$ cat config.mk
export PLATFORM = sky130hd
export DESIGN_NAME = imem_loader
export DESIGN_NICKNAME = d
export VERILOG_FILES = /design/src/rtl/imem_loader.sv
export SDC_FILE = /design/constraint.sdc
export NUM_CORES = 1
export LEC_CHECK = 0
export BUFFER_PORTS_ARGS = -buffer_cell sky130_fd_sc_hd__clkbuf_2
export CAP_MARGIN = 20
export CELL_PAD_IN_SITES_DETAIL_PLACEMENT = 0
export CELL_PAD_IN_SITES_GLOBAL_PLACEMENT = 1
export CORE_AREA = 5 5 96 98
export CTS_CLUSTER_SIZE = 24
export DETAILED_ROUTE_END_ITERATION = 7
export DIE_AREA = 0 0 101 103
export HOLD_SLACK_MARGIN = 0.1
export PLACE_DENSITY = 0.87
export SETUP_SLACK_MARGIN = 0.5
export SKIP_LAST_GASP = 1
export SLEW_MARGIN = 30
export SYNTH_ARGS = -nofsm -noshare
export SYNTH_HDL_FRONTEND = slang
export SYNTH_SLANG_ARGS = --single-unit
$ cat constraint.sdc
create_clock -name CLK -period 3.4 [get_ports CLK]
set_input_delay 0.17 -clock CLK [delete_from_list [all_inputs] [get_ports CLK]]
set_output_delay 0.17 -clock CLK [all_outputs]
set_load 0.02 [all_outputs]
$ cat src/rtl/imem_loader.sv
// Streams 32-bit instruction words into a byte-wide instruction memory, big-endian, one byte per cycle.
// Optional per-load word checksum outputs are enabled by defining IMEM_LOADER_CHECKSUM_EN.
module imem_loader #(
    parameter int ADDR_W = 10,
    parameter int CNT_W  = 8
) (
    input  logic              CLK,
    input  logic              RESET_N,
    input  logic              START,
    input  logic [ADDR_W-1:0] BASE_ADDR,
    input  logic [CNT_W-1:0]  WORD_COUNT,
    input  logic              IN_VALID,
    input  logic [31:0]       IN_DATA,
    output logic              IN_READY,
    output logic              MEM_WE,
    output logic [ADDR_W-1:0] MEM_ADDR,
    output logic [7:0]        MEM_WDATA,
    output logic              BUSY,
    output logic              DONE
`ifdef IMEM_LOADER_CHECKSUM_EN
    ,
    output logic [31:0]       CHECKSUM,
    output logic              CHECKSUM_VALID
`endif
);

    typedef enum logic [1:0] {IDLE, WAIT_WORD, WRITE, FINISH} state_t;

    state_t            state_reg, state_next;
    logic [ADDR_W-1:0] addr_reg, addr_next;
    logic [CNT_W-1:0]  remaining_reg, remaining_next;
    logic [1:0]        idx_reg, idx_next;
    logic [31:0]       word_reg, word_next;
    logic              in_ready_reg, in_ready_next;
    logic              mem_we_reg, mem_we_next;
    logic [ADDR_W-1:0] mem_addr_reg, mem_addr_next;
    logic [7:0]        mem_wdata_reg, mem_wdata_next;
    logic              busy_reg, busy_next;
    logic              done_reg, done_next;
    logic              handshake;
    logic [ADDR_W-1:0] base_aligned;
    logic [7:0]        word_bytes [4];

    // Byte 0 is the most significant byte: big-endian layout in memory.
    generate
        for (genvar gi = 0; gi < 4; gi++) begin : g_bytes
            assign word_bytes[gi] = word_reg[31-8*gi -: 8];
        end
    endgenerate

    assign handshake    = (state_reg == WAIT_WORD) && in_ready_reg && IN_VALID;
    assign base_aligned = BASE_ADDR & {{(ADDR_W-2){1'b1}}, 2'b00};

    always_ff @(posedge CLK or negedge RESET_N) begin
        if (!RESET_N) begin
            state_reg     <= IDLE;
            addr_reg      <= '0;
            remaining_reg <= '0;
            idx_reg       <= '0;
            word_reg      <= '0;
            in_ready_reg  <= 1'b0;
            mem_we_reg    <= 1'b0;
            mem_addr_reg  <= '0;
            mem_wdata_reg <= '0;
            busy_reg      <= 1'b0;
            done_reg      <= 1'b0;
        end else begin
            state_reg     <= state_next;
            addr_reg      <= addr_next;
            remaining_reg <= remaining_next;
            idx_reg       <= idx_next;
            word_reg      <= word_next;
            in_ready_reg  <= in_ready_next;
            mem_we_reg    <= mem_we_next;
            mem_addr_reg  <= mem_addr_next;
            mem_wdata_reg <= mem_wdata_next;
            busy_reg      <= busy_next;
            done_reg      <= done_next;
        end
    end

    always_comb begin
        state_next     = state_reg;
        addr_next      = addr_reg;
        remaining_next = remaining_reg;
        idx_next       = idx_reg;
        word_next      = word_reg;
        in_ready_next  = in_ready_reg;
        mem_we_next    = 1'b0;
        mem_addr_next  = mem_addr_reg;
        mem_wdata_next = mem_wdata_reg;
        busy_next      = busy_reg;
        done_next      = 1'b0;
        case (state_reg)
            IDLE: begin
                if (START) begin
                    addr_next      = base_aligned;
                    remaining_next = WORD_COUNT;
                    if (WORD_COUNT != '0) begin
                        state_next    = WAIT_WORD;
                        in_ready_next = 1'b1;
                        busy_next     = 1'b1;
                    end else begin
                        state_next = FINISH;
                        done_next  = 1'b1;
                        busy_next  = 1'b0;
                    end
                end
            end
            WAIT_WORD: begin
                if (handshake) begin
                    // First byte goes out straight from the bus so writes start next cycle.
                    word_next      = IN_DATA;
                    in_ready_next  = 1'b0;
                    idx_next       = 2'd0;
                    mem_we_next    = 1'b1;
                    mem_addr_next  = addr_reg;
                    mem_wdata_next = IN_DATA[31:24];
                    state_next     = WRITE;
                end
            end
            WRITE: begin
                if (idx_reg != 2'd3) begin
                    idx_next       = idx_reg + 2'd1;
                    mem_we_next    = 1'b1;
                    mem_addr_next  = addr_reg + ADDR_W'(idx_next);
                    mem_wdata_next = word_bytes[idx_next];
                end else begin
                    idx_next       = 2'd0;
                    addr_next      = addr_reg + ADDR_W'(4);
                    remaining_next = remaining_reg - CNT_W'(1);
                    if (remaining_reg == CNT_W'(1)) begin
                        state_next = FINISH;
                        done_next  = 1'b1;
                        busy_next  = 1'b0;
                    end else begin
                        state_next    = WAIT_WORD;
                        in_ready_next = 1'b1;
                    end
                end
            end
            FINISH: begin
                state_next = IDLE;
            end
            default: begin
                state_next = IDLE;
            end
        endcase
    end

    assign IN_READY  = in_ready_reg;
    assign MEM_WE    = mem_we_reg;
    assign MEM_ADDR  = mem_addr_reg;
    assign MEM_WDATA = mem_wdata_reg;
    assign BUSY      = busy_reg;
    assign DONE      = done_reg;

`ifdef IMEM_LOADER_CHECKSUM_EN
    logic [31:0] checksum_reg;
    logic        checksum_valid_reg;

    // Sum updates at the handshake, so it is already final when DONE rises.
    always_ff @(posedge CLK or negedge RESET_N) begin
        if (!RESET_N) begin
            checksum_reg       <= '0;
            checksum_valid_reg <= 1'b0;
        end else if (state_reg == IDLE && START) begin
            checksum_reg       <= '0;
            checksum_valid_reg <= (WORD_COUNT == '0);
        end else begin
            if (handshake) begin
                checksum_reg <= checksum_reg + IN_DATA;
            end
            if (done_next) begin
                checksum_valid_reg <= 1'b1;
            end
        end
    end

    assign CHECKSUM       = checksum_reg;
    assign CHECKSUM_VALID = checksum_valid_reg;
`endif

endmodule

# Word level (Yosys, flattened, before mapping)
# Cells that the tools add are included.
# word_totals
n_memories,0
ramBits,0
romBits,0
out_inout_bits,22
reg_bits,76
input_bits,54
latchBits,0
# op_classes
n_mux,43
n_div,0
n_reduce_logical,14
mul,0
bitwise,1
shift,0
add_sub_neg,4
order_cmp,1
n_eq_ne,12
# ops
operator,count
two-way mux 8 bit,6
two-way mux 10 bit,4
one-hot mux 10 bit (2 select lines),2
one-hot mux 8 bit (2 select lines),2
binary-select mux 8 bit (select 2 bit),1
!= test 2 bit (second input constant),8
two-way mux 1 bit,15
two-way mux 2 bit,7
adder 10 x 2 -> 10 bit,1
adder 10 x 3 -> 10 bit (second input constant),1
AND reduction 3 bit,3
== test 8 x 1 -> 1 bit (second input constant),1
one-hot mux 2 bit (4 select lines),1
nonzero test 8 bit,1
subtractor 8 x 1 -> 8 bit (second input constant),1
one-hot mux 1 bit (2 select lines),3
AND reduction 6 bit,1
== test 2 bit (second input constant),2
one-hot mux 2 bit (2 select lines),1
AND reduction 2 bit,2
AND reduction 4 bit,1
nonzero test 2 bit,2
>= comparator 3 bit (second input constant),1
NOT 2 -> 3 bit,1
6 further kinds,7

# Logic depth before layout (Yosys ltp)
# depth
depth_word,7
mapped_depth,8
ltp_nobuf,6

# Least setup slack after synthesis
# Ideal clock, no wire load.
# synth_path
kind,reg-to-reg
start,register idx_reg[0]
end,"register mem_wdata_reg[3], in the netlist MEM_WDATA[3]"
slack_ps,1698
stages_incl_launch_ff,6
synth_period_minus_slack_ps,1702
arrival_time_ps,1576
path_buffers,1
t_required_ps,3274
cell_sequence,dfrtp_1 ha_1 clkbuf_1 mux4_2 mux2i_1 a21oi_1
# synth_via
elab_chain_len,7
elab_cells_between_ends,10
classes_between,1 x add/sub; 2 x eq/ne; 5 x mux; 1 x bitwise; 1 x reduce/logical
# synth_rtl
element,line_no,text
from (decl),32,"logic [1:0] idx_reg, idx_next;"
from (signal assigned),71,idx_reg <= idx_next;
adder 2 x 1 -> 2 bit,124,idx_next = idx_reg + 2'd1;
NOT 2 -> 3 bit (implied by the code),127,mem_wdata_next = word_bytes[idx_next];
binary-select mux 8 bit (select 2 bit),127,
two-way mux 8 bit (implied by the code) (2 in a row),127,
two-way mux 8 bit,123,if (idx_reg != 2'd3) begin
one-hot mux 8 bit (2 select lines),94,case (state_reg)
to (signal assigned),76,mem_wdata_reg <= mem_wdata_next;
to (decl),37,"logic [7:0] mem_wdata_reg, mem_wdata_next;"
# Parallel ways exist; a longest one is shown, timed or not. The select of a mux whose other input is x is not followed.
# A chain may end at the register's enable or synchronous reset.

# Worst setup path after layout
# layout_path
start,register state_reg[0]
end,"register mem_addr_reg[7], in the netlist MEM_ADDR[7]"
# layout_via
elab_chain_len,5
elab_cells_between_ends,9
classes_between,4 x eq/ne; 1 x mux; 4 x reduce/logical
# layout_rtl
element,line_no,text
from (decl),29,"state_t state_reg, state_next;"
from (signal assigned),68,state_reg <= state_next;
== test 2 x 1 -> 1 bit,"51, 94",
logical AND 1 bit (2 in a row),51,assign handshake = (state_reg == WAIT_WORD) && in_ready_reg && IN_VALID;
!= test 2 bit (no source line),-,
AND reduction 3 bit (no source line),-,
to (signal assigned),75,mem_addr_reg <= mem_addr_next;
to (decl),36,"logic [ADDR_W-1:0] mem_addr_reg, mem_addr_next;"
# Parallel ways exist; a longest one is shown, timed or not.

==> impl_metrics.py <==
metrics = {
    "synthesis": {
        "yosys.area.top_type": "dfrtp_1",
        "syn_avg_cell_area_um2": 11.5,
        "synth_commonest_cells": "74 x dfrtp_1, 24 x a21oi_1, 24 x mux2_2",
        "synthFlopType": "dfrtp_1",
        "yosysWarningCount": 0,
        "synth.area.top_cells": "dfrtp_1 50%, mux2_2 7.3%, mux4_2 4.9%, mux2_1 3.9%, ha_1 3.4%",
        "synth.distinct_cells": 53,
        "synth_top_area_share": 0.499,
        "yosysMostFrequentCell": "dfrtp_1",
        "ys_ff_latch": 74,
        "synth-edff-count": 0,
        "syn_area_mm2": 0.00371,
        "synth_cells": 324,
        "async_flop_share": 1.00,
        "synth-seq-area-share": 0.499,
        "syn_nets": 388,
    },
    "clocking": {
        "post_cts_resized": 0,
        "clock-sinks": 74,
        "htreeDepth": 3,
        "clk_pin_slew_ns": 0.08,
        "numCtsBuffers": 9,
        "post-cts-setup-buffer-count": 0,
        "clk_latency_ns": 0.35,
        "ctsHoldBuffers": 43,
        "root_buffer": "clkbuf_8",
        "clockBufferDepth": 2,
        "cts_tree": "built",
    },
    "global_routing": {
        "grt_overflow": 0,
        "first_global_vias": 2952,
        "grt_max_degree": 75,
        "grt_antenna_before_repair": 0,
        "grt.total_usage": 0.174,
        "grt_pass1_wl_um": 14000,
    },
    "routing": {
        "post_drt_wl_per_cell_um": 15.6,
        "drcViolationCount": 0,
        "drtPass1Iterations": 4,
        "via_per_inst": 5.26,
        "drt-total-wl_um": 8590,
        "drt_iter0_drc": 90,
        "dr_total_vias": 2888,
        "ant_nets": 0,
    },
    "worst_setup_path": {
        "reg2regPathDepth": 7,
        "crit_slowest_cell": "a21oi_2",
        "crit_chain": "inv_1, ha_1, buf_4, nand2b_1, a21oi_2, buf_4, mux2_1",
        "worstSetupStartpoint": "state_reg[0]$_DFFE_PN0P_",
        "cp_data_arrival_time_ns": 2.88,
        "reg2reg_slack_ns": 0.75,
        "worstPathRequired_ns": 3.63,
        "critPathTopFamily": "buffers and inverters",
        "crit_top_cell": "buf_4",
        "cp-end-kind": "flop",
        "startpoint_type": "flop",
        "worst-path-buf-inv": 3,
        "r2r-end": "MEM_ADDR[7]$_DFFE_PN0P_",
        "max_stage_delay_ns": 0.67,
        "path_class": "reg2reg",
        "rr_startpoint": "state_reg[0]$_DFFE_PN0P_",
        "path_depth": 7,
        "cp_max_fo": 37,
    },
    "timing": {
        "skew_ns": 0.00432,
        "drv_slew": 0,
        "rsz0062_at_grt": "false",
        "worstMarginPinSlew_ns": 0.861,
        "setup_tns_ns": 0,
        "period_minus_slack_ns": 2.65,
        "slew_headroom": 0.426,
        "max_freq_mhz": 378,
        "setup_ws_ns": 0.753,
        "setup_viol": 0,
        "finalCritPeriodShare": 0.779,
        "hold_viol": 0,
    },
    "power": {
        "power.density_mw_per_mm2": 941,
        "design_power_total_mw": 4.55,
        "p_sw_frac": 0.388,
        "power_frac_comb": 0.462,
        "p_clk_frac": 0.181,
        "p_int_mw": 2.79,
        "seqPwrFrac": 0.357,
        "peakVddDrop_v": 0.000448,
        "switchingPower_mw": 1.76,
        "p_leak_nw": 2.18,
    },
    "final_layout": {
        "fillers": 705,
        "largest_reg_flops": 32,
        "drive_above_1_share": 0.306,
        "seqCellArea_mm2": 0.00185,
        "area_growth_pct": 30.3,
        "antenna_cells": 0,
        "nets": 500,
        "fin_cells": 549,
        "multi_input_area_mm2": 0.00174,
    },
    "floorplanning": {
        "core.rowCount": 34,
        "initial_core_util": 0.443,
        "dieWidth_um": 101,
        "die-area_mm2": 0.0104,
        "io_pins": 76,
        "core_mm2": 0.00838,
        "fp.dieH_um": 103,
    },
    "worst_hold_path": {
        "hold_path.class": "in2reg",
        "hold-path-cell-count": 3,
        "holdPathEnd": "addr_reg[3]$_DFFE_PN0P_",
        "min-delay-start": "BASE_ADDR[3]",
    },
    "placement": {
        "gp_congestion": 0.716,
        "preCtsSetupSlack_ns": 0.765,
        "hpwl_um": 5480,
        "port_buffers": 73,
        "dp_cells": 490,
    },
    "outcome": {
        "outcome": "completed",
    },
    "flow_run": {
        "drv_cap": 0,
    },
}
==> power groups by stage <==
| stage | Combinational [mW] | Clock (mW) | Sequential, mW |
|---|---|---|---|
| 2_1_floorplan | 1.48 | 0 | 1.70 |
| 3_3_place_gp | 1.99 | 0 | 1.61 |
| 3_5_place_dp | 2.06 | 0 | 1.64 |
| 4_1_cts | 2.10 | 0.845 | 1.62 |
| 5_1_grt | 2.32 | 0.884 | 1.67 |
| 6_report | 2.10 | 0.825 | 1.63 |
==> layer usage <==
metal / wire length [um] / GRT usage / vias to the layer above
met5: 0 / 0 / -
met4: 62 / 0.0460 / 0
met3: 486 / 0.0521 / 6
met2: 4200 / 0.287 / 66
met1: 3830 / 0.225 / 1417
li1: - / - / 1399
==> how the worst max path moves through the flow <==
stage                                          end  slack [ns]
after global placement     MEM_ADDR[7]$_DFFE_PN0P_        0.81
after global routing       MEM_ADDR[2]$_DFFE_PN0P_        0.58
after floorplan           MEM_WDATA[3]$_DFFE_PN0P_        1.70
after detailed placement   MEM_ADDR[7]$_DFFE_PN0P_        0.76
final                      MEM_ADDR[7]$_DFFE_PN0P_        0.75
after CTS                  MEM_ADDR[7]$_DFFE_PN0P_        0.75
==> placed cells by master (no fill, tap or decap), types with 9 or more instances in the layout <==
cell type,Yosys,routed
dfrtp_1,74,74
clkbuf_2,0,72
dlygate4sd3_1,0,43
mux2_2,24,24
a21oi_1,24,23
nand2_1,23,23
nor2_1,19,19
mux2_1,13,13
mux2i_1,12,12
inv_1,11,11
o21ai_0,10,10
ha_1,10,10
nand3_1,9,9
clkbuf_8,0,9
==> worst min-delay path, stage by stage <==
cell      delay (ns)
clkbuf_2        0.08
mux2i_1         0.05
o21ai_0         0.13
==> cell families after synthesis <==
kind of cell    count (synthesis)  share of synthesized area
simple gates                   80                      0.111
flops                          74                      0.499
compound gates                 68                      0.117
mux                            57                      0.193
buf+inv                        30                     0.0367
fa+ha+maj                      10                     0.0337
xor+xnor                        4                    0.00944
other cells                     1                    0.00101
==> area by class of cell <==
type	count	share of cell area
flip-flops and latches	74	0.383
multi-input cells	220	0.359
repair buffers	120	0.172
well taps	108	0.0279
clock buffers	9	0.0256
clock inverters	7	0.0241
inverters	11	0.00854
==> metrics by stage <==
stage          utilization  hold WS (ns)  area, um^2
6_report             0.577         0.115        4840
5_1_grt              0.577         0.134        4840
4_1_cts              0.576         0.102        4820
3_5_place_dp         0.496         0.377        4150
3_3_place_gp         0.496         0.365        4150
2_1_floorplan            -        -0.126        3710
Power figures use the tool's default switching activity.
